<file path="src/rtl/sfu_buffer_reader_if.sv">
// Output stream of the SFU buffer reader: valid/ready handshake plus data word.
// The reader drives the master side; the SFU output port consumes the slave side.
interface sfu_buffer_reader_if #(
    parameter int DATA_WIDTH = 32
);
    logic                  m_valid;
    logic                  m_ready;
    logic [DATA_WIDTH-1:0] m_data;

    modport master (
        output m_valid,
        output m_data,
        input  m_ready
    );

    modport slave (
        input  m_valid,
        input  m_data,
        output m_ready
    );
endinterface

</file>
<file path="src/rtl/sfu_buffer_reader.sv">
// Read-side controller for the SFU result buffer: mirrors buffer occupancy from the push
// strobe, issues pops on a credit basis and streams words out through a 2-entry skid queue.
module sfu_buffer_reader #(
    parameter  int FIFO_DEPTH = 16,
    parameter  int DATA_WIDTH = 32,
    localparam int OCC_W      = $clog2(FIFO_DEPTH) + 1
) (
    input  logic                  clk,
    input  logic                  rst,
    input  logic                  fifo_wr_en,
    output logic                  fifo_rd_en,
    input  logic [DATA_WIDTH-1:0] fifo_data_out,
    sfu_buffer_reader_if.master   m_if,
    output logic [OCC_W-1:0]      occupancy,
    output logic                  buf_full,
    output logic                  buf_empty,
    output logic                  overflow
);

    logic [OCC_W-1:0]      occ_q;
    logic [OCC_W-1:0]      occ_next;
    logic                  overflow_q;
    logic                  inflight_q;
    logic [1:0]            skid_cnt_q;
    logic                  skid_head_q;
    logic                  skid_tail_q;
    logic [DATA_WIDTH-1:0] skid_mem_q [2];

    logic                  push_acc;
    logic                  pop_out;
    logic                  m_valid_int;
    logic [2:0]            skid_level;

    assign buf_full    = (occ_q == OCC_W'(FIFO_DEPTH));
    assign buf_empty   = (occ_q == '0);
    assign push_acc    = fifo_wr_en & ~buf_full;
    assign m_valid_int = (skid_cnt_q != 2'd0);
    assign pop_out     = m_valid_int & m_if.m_ready;

    // Words the skid queue will hold next cycle; a pop is only issued if it leaves room
    // for the word it returns, which is what keeps the queue from ever overflowing.
    assign skid_level  = {1'b0, skid_cnt_q} + {2'b00, inflight_q} - {2'b00, pop_out};
    assign fifo_rd_en  = ~buf_empty & (skid_level < 3'd2);

    always_comb begin
        occ_next = occ_q;
        case ({push_acc, fifo_rd_en})
            2'b10:   occ_next = occ_q + OCC_W'(1);
            2'b01:   occ_next = occ_q - OCC_W'(1);
            default: occ_next = occ_q;
        endcase
    end

    always_ff @(posedge clk) begin
        if (rst) begin
            occ_q         <= '0;
            overflow_q    <= 1'b0;
            inflight_q    <= 1'b0;
            skid_cnt_q    <= 2'd0;
            skid_head_q   <= 1'b0;
            skid_tail_q   <= 1'b0;
            skid_mem_q[0] <= '0;
            skid_mem_q[1] <= '0;
        end else begin
            occ_q      <= occ_next;
            overflow_q <= overflow_q | (fifo_wr_en & buf_full);
            inflight_q <= fifo_rd_en;
            skid_cnt_q <= skid_level[1:0];
            // The buffer's read data is valid exactly one cycle after the pop strobe.
            if (inflight_q) begin
                skid_mem_q[skid_tail_q] <= fifo_data_out;
                skid_tail_q             <= ~skid_tail_q;
            end
            if (pop_out) begin
                skid_head_q <= ~skid_head_q;
            end
        end
    end

    assign m_if.m_valid = m_valid_int;
    assign m_if.m_data  = skid_mem_q[skid_head_q];
    assign occupancy    = occ_q;
    assign overflow     = overflow_q;

endmodule

</file>
<file path="src/flat_wrapper.sv">
// flat-port wrapper written by rule: the top's interface ports become plain ports
module sfu_buffer_reader_flat 
#(
    parameter  int FIFO_DEPTH = 16,
    parameter  int DATA_WIDTH = 32,
    localparam int OCC_W      = $clog2(FIFO_DEPTH) + 1
)
  (clk, rst, fifo_wr_en, fifo_rd_en, fifo_data_out, occupancy, buf_full, buf_empty, overflow, m_if_m_valid, m_if_m_data, m_if_m_ready);
  sfu_buffer_reader_if #(.DATA_WIDTH(DATA_WIDTH)) m_if_i ();
  input  logic clk;
  input  logic rst;
  input  logic fifo_wr_en;
  output logic fifo_rd_en;
  input  logic [DATA_WIDTH-1:0] fifo_data_out;
  output logic [OCC_W-1:0] occupancy;
  output logic buf_full;
  output logic buf_empty;
  output logic overflow;
  output wire logic [$bits(m_if_i.m_valid)-1:0] m_if_m_valid;
  output wire logic [$bits(m_if_i.m_data)-1:0] m_if_m_data;
  input wire logic [$bits(m_if_i.m_ready)-1:0] m_if_m_ready;
  assign m_if_m_valid = m_if_i.m_valid;
  assign m_if_m_data = m_if_i.m_data;
  assign m_if_i.m_ready = m_if_m_ready;
  sfu_buffer_reader #(.FIFO_DEPTH(FIFO_DEPTH), .DATA_WIDTH(DATA_WIDTH)) u_core (.clk(clk), .rst(rst), .fifo_wr_en(fifo_wr_en), .fifo_rd_en(fifo_rd_en), .fifo_data_out(fifo_data_out), .m_if(m_if_i), .occupancy(occupancy), .buf_full(buf_full), .buf_empty(buf_empty), .overflow(overflow));
endmodule
</file>
<file path="config.mk">
export PLATFORM = sky130hd
export DESIGN_NAME = sfu_buffer_reader_flat
export DESIGN_NICKNAME = d
export VERILOG_FILES = /design/src/rtl/sfu_buffer_reader_if.sv /design/src/rtl/sfu_buffer_reader.sv /design/src/flat_wrapper.sv
export SDC_FILE = /design/constraint.sdc
export NUM_CORES = 1
export LEC_CHECK = 0
export BUFFER_PORTS_ARGS = -buffer_cell sky130_fd_sc_hd__buf_2
export CAP_MARGIN = 20
export CORE_AREA = 10 10 104 106
export DETAILED_ROUTE_END_ITERATION = 8
export DIE_AREA = 0 0 114 116
export HOLD_SLACK_MARGIN = 0.1
export SLEW_MARGIN = 20
export SYNTH_ARGS = -nofsm -noshare
export SYNTH_HDL_FRONTEND = slang
export SYNTH_SLANG_ARGS = --single-unit
export TNS_END_PERCENT = 10
</file>
<file path="constraint.sdc">
create_clock -name clk -period 4.2 [get_ports clk]
set_input_delay 0.63 -clock clk [delete_from_list [all_inputs] [get_ports clk]]
set_output_delay 0.63 -clock clk [all_outputs]
set_load 0.005 [all_outputs]
</file>
==> Flow_metrics.wiki, run 1 <==
{| class="wikitable"
! Metric !! Value
|-
| Status || finished clean
|-
| Number of max-capacitance violations reported || 0
|-
| Per-instance average area after synthesis || 13.9 um2
|-
| Synthesis warning total || 0
|-
| Die span in x || roughly 110 um
|-
| Yosys cell types || 32
|-
| Number of nets still failing antenna checks after routing || 0
|-
| Area of the mapped netlist || 0.00343 mm2
|-
| Max IR drop VDD || 0.271 mV
|-
| Switching component of the power || approximately 0.00065 W
|-
| Final Setup Violations || 0
|-
| Setup repair after global routing missed its margin || no
|-
| Detail Placement HPWL || 4.51 mm
|-
| Syn Nets || roughly 290
|-
| Wire length of the first global-routing pass || 11.1 mm
|-
| Achievable frequency || 268 MHz
|-
| I/O pins || 78
|-
| Final weighted congestion of routability-driven global placement || 0.795
|-
| Initial DRT Pass Iterations || 4
|-
| CP endpoint kind || flip-flop
|-
| Clock tree root buffer cell || sky130_fd_sc_hd__clkbuf_8
|-
| DRC errors left || 0
|-
| Mean number of vias per cell || 4.70
|-
| Fraction of power spent switching nets || 28.8%
|-
| Bufs on Longest Clock Path || 2
|-
| Internal cell power || between 0.0015 and 0.002 W
|-
| Worst path setup slack after routing || ~470 ps
|-
| Arr. time, crit path || 3960 ps
|-
| Detailed Route Iter0 Violations || 52
|-
| Share of power burned in the clock network || 26.4%
|-
| Hold-fix buffer count after cts || 0
|-
| Clock sinks || 76
|-
| Layout cell share with drive strength beyond 1 || 39.7%
|-
| H-tree Lvls || 3
|-
| Final critical delay including setup and external delays || 3730 ps
|-
| Sequential fraction of the synthesis area || 63.0%
|-
| Via Count || between 2,000 and 2,500
|-
| Worst slack at placement || 399 ps
|-
| Aggregate routed wire length || between 6 and 7 mm
|-
| Clock latency on the worst-skew pair || 340 ps
|-
| Antenna violations before repair || 0
|-
| Synth Register Bits || 76
|-
| Growth of design area from synthesis to finish || 21.4%
|-
| Cell leakage power || 1.80 nW
|-
| Post-route clock skew || 10.9 ps
|-
| Gate Count Post-Synth || 247
|-
| Pin count of the biggest net entering global routing || 33
|-
| Clock tree from TritonCTS || done
|-
| Clock transition at the registers of the reported paths || 80 ps
|-
| Portion of synthesized cell area occupied by the leading cell type || 56.0%
|-
| Number of post-CTS setup repair buffers || 0
|-
| Area of the core || slightly below 0.009 mm2
|-
| Sequential power share || approximately 45%
|-
| Req. time, crit path || 4430 ps
|-
| Dominant cells by area after synthesis || sky130_fd_sc_hd__edfxtp_1 (56%), sky130_fd_sc_hd__and2_1 (12%), sky130_fd_sc_hd__mux2_2 (9.8%)
|-
| Number of nets in the finished design || 369
|-
| Floorplan row count || 34
|-
| Number of buffer cells added on primary ports || 77
|-
| Remaining global-route overflow || 0
|-
| Via count of the first global-routing pass || around 2,200
|-
| Tightest Pin Transition || between 800 and 900 ps
|-
| Ratio of final minimum period to clock period || 88.8%
|-
| Total negative slack || 0 ps
|-
| Final hold vios || 0
|-
| Mean routed wirelength per cell || 15.6 um
|-
| Total clock buffers created by CTS || 9
|-
| Die outline height || 116 um
|-
| GRT Overall Usage || 10.7%
|-
| Post-CTS sizing || 0
|-
| Final-report max-slew violation count || 0
|-
| Share of the core filled with cells || around half
|-
| Cell type contributing the most total cell area after synthesis || sky130_fd_sc_hd__edfxtp_1
|-
| Largest fanout on the critical path || 5
|-
| Starting density of the core || 39.6%
|-
| Headroom to the max-slew limit || between 40% and 50%
|-
| Power Dens Cells || 545 mW/mm2
|-
| Kind of path behind the tightest hold check || flip-flop to flip-flop
|-
| Die ar. || 0.0132 mm2
|-
| ANT cells || 0
|-
| Comb power frac || between 20 and 30%
|-
| Kind of launch point of the worst setup path || flip-flop
|-
| Type of the worst setup path || flip-flop to flip-flop
|}
worst max-delay path, stage by stage (launching register included):
cell and delay (ps):
sky130_fd_sc_hd__dfxtp_1 350, sky130_fd_sc_hd__or2_2 300, sky130_fd_sc_hd__and2_1 180, sky130_fd_sc_hd__ha_1 290, sky130_fd_sc_hd__inv_1 60, sky130_fd_sc_hd__ha_1 130, sky130_fd_sc_hd__inv_1 50, sky130_fd_sc_hd__fa_1 370
sky130_fd_sc_hd__xnor2_1 160, sky130_fd_sc_hd__nand2_1 80, sky130_fd_sc_hd__nor2_1 120, sky130_fd_sc_hd__ha_1 270, sky130_fd_sc_hd__inv_1 100, sky130_fd_sc_hd__fa_1 370, sky130_fd_sc_hd__and2b_1 230, sky130_fd_sc_hd__o22ai_2 80
sky130_fd_sc_hd__mux2i_1 160, sky130_fd_sc_hd__mux2_1 330
stage by stage:
stage	instance area, um2	hold slack (ps)	total power (W)	std cells
4_1_cts	4130	480	0.00231	436
6_report	4170	474	0.00227	438
5_1_grt	4170	506	0.00243	438
3_3_place_gp	3910	446	0.00169	420
3_5_place_dp	3910	461	0.00170	420
2_1_floorplan	3430	460	0.00145	247
synthesized netlist by cell type:
| cell | number |
|---|---|
| sky130_fd_sc_hd__and2_1 | 66 |
| sky130_fd_sc_hd__edfxtp_1 | 64 |
| sky130_fd_sc_hd__mux2_2 | 30 |
| sky130_fd_sc_hd__nor2_1 | 14 |
| sky130_fd_sc_hd__dfxtp_1 | 12 |
| sky130_fd_sc_hd__ha_1 | 6 |
| sky130_fd_sc_hd__inv_1 | 6 |
| sky130_fd_sc_hd__clkbuf_1 | 5 |
| sky130_fd_sc_hd__a21oi_1 | 4 |
| sky130_fd_sc_hd__nor2b_1 | 4 |
| sky130_fd_sc_hd__buf_2 | 3 |
| sky130_fd_sc_hd__clkbuf_2 | 3 |
| sky130_fd_sc_hd__mux2_1 | 3 |
| sky130_fd_sc_hd__xnor2_1 | 3 |
| sky130_fd_sc_hd__buf_4 | 2 |
| sky130_fd_sc_hd__fa_1 | 2 |
| sky130_fd_sc_hd__nand2_1 | 2 |
| sky130_fd_sc_hd__nor3_1 | 2 |
| sky130_fd_sc_hd__nor4_1 | 2 |
| sky130_fd_sc_hd__or2_2 | 2 |
| sky130_fd_sc_hd__a21o_1 | 1 |
| sky130_fd_sc_hd__and2b_1 | 1 |
| sky130_fd_sc_hd__and4bb_1 | 1 |
| sky130_fd_sc_hd__mux2i_1 | 1 |
| sky130_fd_sc_hd__nand2b_1 | 1 |
| sky130_fd_sc_hd__nor3_4 | 1 |
| sky130_fd_sc_hd__nor3b_4 | 1 |
| sky130_fd_sc_hd__o21bai_1 | 1 |
| sky130_fd_sc_hd__o22ai_2 | 1 |
| sky130_fd_sc_hd__or2_1 | 1 |
| sky130_fd_sc_hd__or3_1 | 1 |
| sky130_fd_sc_hd__xor2_1 | 1 |
final timing paths:
| path | to | slack [ps] | cells past startpoint | start |
|---|---|---|---|---|
| min reg2reg | u_core.overflow | 470 | 2 | u_core.overflow |
| min | u_core.overflow | 470 | 2 | u_core.overflow |
| max | u_core.occupancy[4] | 470 | 17 | u_core.skid_cnt_q[1] |
| max reg2reg | u_core.occupancy[4] | 470 | 17 | u_core.skid_cnt_q[1] |
layout by cell type (no fill, tap or decap), drive strengths merged:
| cell | instances |
|---|---|
| nor3b | 1 |
| a21oi | 4 |
| inv | 6 |
| xor2 | 1 |
| or2 | 3 |
| clkinvlp | 1 |
| mux2i | 1 |
| ha | 6 |
| fa | 2 |
| o22ai | 1 |
| xnor2 | 3 |
| nor2 | 14 |
| edfxtp | 64 |
| dfxtp | 12 |
| nand2b | 1 |
| and2 | 66 |
| a21o | 1 |
| and2b | 1 |
| bufinv | 2 |
| nor2b | 4 |
| nor3 | 3 |
| o21bai | 1 |
| clkinv | 3 |
| clkbuf | 10 |
| and4bb | 1 |
| nor4 | 2 |
| mux2 | 33 |
| nand2 | 2 |
| or3 | 1 |
| buf | 80 |
logic make-up (layout without fill, tap and decap cells):
logic type / after synthesis / in the layout / share of synthesized area, %
XOR/XNOR: 4 / 4 / 1.02
multiplexers: 34 / 34 / 11.1
AO/OA/AOI/OAI: 7 / 7 / 1.38
flip-flops: 76 / 76 / 63.0
adder cells (fa/ha/maj): 8 / 8 / 3.35
buffers and inverters: 19 / 102 / 2.51
AND/OR/NAND/NOR: 99 / 99 / 17.7
sequential cells by signal (all words and copies together) (netlist names), named ones only:
| signal | flops |
|---|---|
| u_core.skid_cnt_q | 2 |
| u_core.skid_head_q | 1 |
| u_core.overflow | 1 |
| u_core.skid_mem_q | 64 |
| u_core.occupancy | 5 |
| u_core.inflight_q | 1 |
| u_core.skid_tail_q | 1 |
routing by layer:
layer / global-route usage, % / wire [um]
met1: 11.8 / 2850
met2: 18.5 / 3460
met3: 3.67 / 410
met4: 4.51 / 93
met5: 0 / 0
cell type report:
| class | instances | area (um2) |
|---|---|---|
| Tap cell | 108 | 135 |
| Timing Repair Buffer | 80 | 435 |
| Fill cell | 837 | 4510 |
| Clock inverter | 6 | 88.8 |
| Clock buffer | 10 | 128 |
| Sequential cell | 76 | 2160 |
| Multi-Input combinational cell | 152 | 1200 |
| Inverter | 6 | 22.5 |
power by group through the flow:
stage	Sequential, W	Combinational (W)	Clock, W
after global routing	0.00105	0.000735	0.000651
final	0.00103	0.000645	0.000599
after global placement	0.00105	0.000643	0
after CTS	0.00104	0.000653	0.000619
after detailed placement	0.00105	0.000648	0
after floorplan	0.000988	0.000465	0
(Power assumes the default switching activity.)
==> inputs of run 2 (changes only) <==
--- a/config.mk
+++ b/config.mk
@@ -8,6 +8,7 @@
 export BUFFER_PORTS_ARGS = -buffer_cell sky130_fd_sc_hd__buf_2
 export CAP_MARGIN = 20
 export CORE_AREA = 10 10 104 106
+export CTS_BUF_LIST = sky130_fd_sc_hd__clkbuf_16
 export DETAILED_ROUTE_END_ITERATION = 8
 export DIE_AREA = 0 0 114 116
 export HOLD_SLACK_MARGIN = 0.1
==> Flow_metrics.wiki, run 2 (synthesis results as in run 1) <==
{| class="wikitable"
! Metric !! Value
|-
| Comb power frac || 26.0% (-2.4 points)
|-
| Internal cell power || 0.00180 W (+11%)
|-
| Status || finished clean
|-
| Power Dens Cells || 581 mW/mm2 (+6.7%)
|-
| Clock transition at the registers of the reported paths || 60 ps (-20 ps)
|-
| Setup repair after global routing missed its margin || no
|-
| Via Count || 2,058 (+0.049%)
|-
| Mean routed wirelength per cell || 15.6 um (+0.23%)
|-
| Die span in x || 114 um (unchanged)
|-
| Final critical delay including setup and external delays || 3730 ps (-1.92 ps)
|-
| CP endpoint kind || flip-flop
|-
| Final hold vios || 0 (unchanged)
|-
| Die ar. || 0.0132 mm2 (unchanged)
|-
| Tightest Pin Transition || 828 ps (-15.2 ps)
|-
| Area of the core || 0.00868 mm2 (unchanged)
|-
| Top routing layer in use || met4
|-
| Largest Register || u_core.skid_mem_q
|-
| Detailed Route Iter0 Violations || 59 (+13%)
|-
| Cell leakage power || 1.85 nW (+2.8%)
|-
| Sequence of cells on the critical path || or2_2 -> and2_1 -> ha_1 -> inv_1 -> ha_1 -> inv_1 -> fa_1 -> xnor2_1 -> nand2_1 -> nor2_1 -> ha_1 -> inv_1 -> fa_1 -> and2b_1 -> o22ai_2 -> mux2i_1 -> mux2_1
|-
| Die outline height || 116 um (unchanged)
|-
| Switching component of the power || 0.000681 W (+4.0%)
|-
| Growth of design area from synthesis to finish || 24.4%
|-
| Achievable frequency || 268 MHz (about the same)
|-
| Final weighted congestion of routability-driven global placement || 0.795 (unchanged)
|-
| Max IR drop VDD || 0.349 mV (+29%)
|-
| Detail Placement HPWL || 4.51 mm (unchanged)
|-
| Clock sinks || 76 (unchanged)
|-
| Wire length of the first global-routing pass || 11.1 mm (+0.50%)
|-
| Reg area || 0.00216 mm2 (unchanged)
|-
| Req. time, crit path || 4410 ps (-20 ps)
|-
| Number of post-CTS setup repair buffers || 0 (unchanged)
|-
| Number of nets in the finished design || 369 (unchanged)
|-
| Fraction of power spent switching nets || 27.4% (-1.4 points)
|-
| Flip-flop count of the largest register after layout || 64 (unchanged)
|-
| Bufs on Longest Clock Path || 2 (unchanged)
|-
| Floorplan row count || 34 (unchanged)
|-
| Clock latency on the worst-skew pair || 320 ps (-20 ps)
|-
| Kind of path behind the tightest hold check || flip-flop to flip-flop
|-
| I/O pins || 78 (unchanged)
|-
| Initial DRT Pass Iterations || 4 (unchanged)
|-
| Starting density of the core || 39.6% (unchanged)
|-
| Multi-input combinational cell area || 0.00120 mm2 (unchanged)
|-
| Count of cells along the worst hold path || 2 (unchanged)
|-
| Fillers || 815 (-2.6%)
|-
| Leading cell type in the layout, fill and taps excluded || sky130_fd_sc_hd__buf_2
|-
| Number of nets still failing antenna checks after routing || 0 (unchanged)
|-
| H-tree Lvls || 3 (unchanged)
|-
| Mean number of vias per cell || 4.70 (about the same)
|-
| Critical-path top delay cell || sky130_fd_sc_hd__fa_1
|-
| Type of the worst setup path || flip-flop to flip-flop
|-
| DRC errors left || 0 (unchanged)
|-
| Arr. time, crit path || 3940 ps (-20 ps)
|-
| Sequential power share || 41.5% (-3.7 points)
|-
| Aggregate routed wire length || 6.83 mm (+0.23%)
|-
| Commonest cells after routing, fill and taps aside || sky130_fd_sc_hd__buf_2 (77), sky130_fd_sc_hd__and2_1 (66), sky130_fd_sc_hd__edfxtp_1 (64), sky130_fd_sc_hd__mux2_2 (30), sky130_fd_sc_hd__nor2_1 (14)
|-
| Clock tree root buffer cell || sky130_fd_sc_hd__clkbuf_16
|-
| Number of cells on the worst reg-to-reg path || 17 (unchanged)
|-
| Delay of the slowest cell on the worst path || 370 ps (about the same)
|-
| Number of buffer cells added on primary ports || 77 (unchanged)
|-
| GRT Overall Usage || 10.7% (+0.012 points)
|-
| Headroom to the max-slew limit || 44.8% (+1.0 points)
|-
| Hold-fix buffer count after cts || 0 (unchanged)
|-
| Largest fanout on the critical path || 5 (unchanged)
|-
| WL met3 || 405 um (-1.2%)
|-
| Post-CTS sizing || 0 (unchanged)
|-
| Post-route clock skew || 6.26 ps (-4.61 ps)
|-
| Ratio of final minimum period to clock period || 88.8% (about the same)
|-
| Total negative slack || 0 ps (unchanged)
|-
| M1 wire length || 2.85 mm (+0.25%)
|-
| Met2 wire length || 3.48 mm (+0.35%)
|-
| Antenna violations before repair || 0 (unchanged)
|-
| ANT cells || 0 (unchanged)
|-
| Clock tree from TritonCTS || done
|-
| Via count of the first global-routing pass || 2,198 (-0.90%)
|-
| Remaining global-route overflow || 0 (unchanged)
|-
| Number of max-capacitance violations reported || 0 (unchanged)
|-
| Total clock buffers created by CTS || 9 (unchanged)
|-
| Layout cell share with drive strength beyond 1 || 39.7% (unchanged)
|-
| Kind of launch point of the worst setup path || flip-flop
|-
| Pin count of the biggest net entering global routing || 33 (unchanged)
|-
| Final Setup Violations || 0 (unchanged)
|-
| Share of power burned in the clock network || 32.5% (+6.1 points)
|-
| Share of the core filled with cells || 49.2% (+1.2 points)
|-
| Final-report max-slew violation count || 0 (unchanged)
|-
| Overall power || 0.00248 W (+9.2%)
|}
## run 2: cell types whose count changed in the layout (fill, tap and decap cells not counted)
cell / delta
sky130_fd_sc_hd__clkbuf_1: -1
sky130_fd_sc_hd__clkbuf_16: +9
sky130_fd_sc_hd__clkbuf_8: -9
sky130_fd_sc_hd__inv_1: +1
## run 2: per-stage QoR
stage / hold slack, ps / setup WS (ps) / instances / area [um2]
after floorplan: 460 / 588 / 247 / 3430
after global placement: 446 / 483 / 420 / 3910
after detailed placement: 461 / 399 / 420 / 3910
after CTS: 476 / 435 / 436 / 4230
after global routing: 502 / 179 / 438 / 4270
final: 469 / 471 / 438 / 4270
## run 2: power by group through the flow
stage	clock network, W	registers, W	logic (W)
after floorplan	0	0.000988	0.000465
after global placement	0	0.00105	0.000643
after detailed placement	0	0.00105	0.000648
after CTS	0.000822	0.00104	0.000653
after global routing	0.000864	0.00105	0.000736
final	0.000808	0.00103	0.000645
## run 2: layout make-up
class	count	share of cell area (%)
Inverter	6	0.527
Multi-Input combinational cell	152	28.0
Clock buffer	9	5.27
Clock inverter	7	2.17
Tap cell	108	3.16
Sequential cell	76	50.6
Timing Repair Buffer	80	10.2
## run 2: worst max-delay path: cells and delay by family, from the launching register on
kind	cells	cell delay, ps
flops	1	340
compound gates	1	80
simple gates	5	910
fa+ha+maj	5	1430
buf+inv	3	210
xor+xnor	1	160
mux	2	490
## run 2: layer usage
layer	global-route usage, %	up-vias
met3	3.67	10
met2	18.6	57
met4	4.01	0
li1	-	1010
met5	0	-
met1	11.9	981
## run 2: worst paths after layout
check	endpoint	from	slack, ps
worst max-delay path	u_core.occupancy[4]	u_core.skid_cnt_q[1]	470
worst min-delay path	u_core.overflow	u_core.overflow	470
worst max register to register	u_core.occupancy[4]	u_core.skid_cnt_q[1]	470
worst min register to register	u_core.overflow	u_core.overflow	470
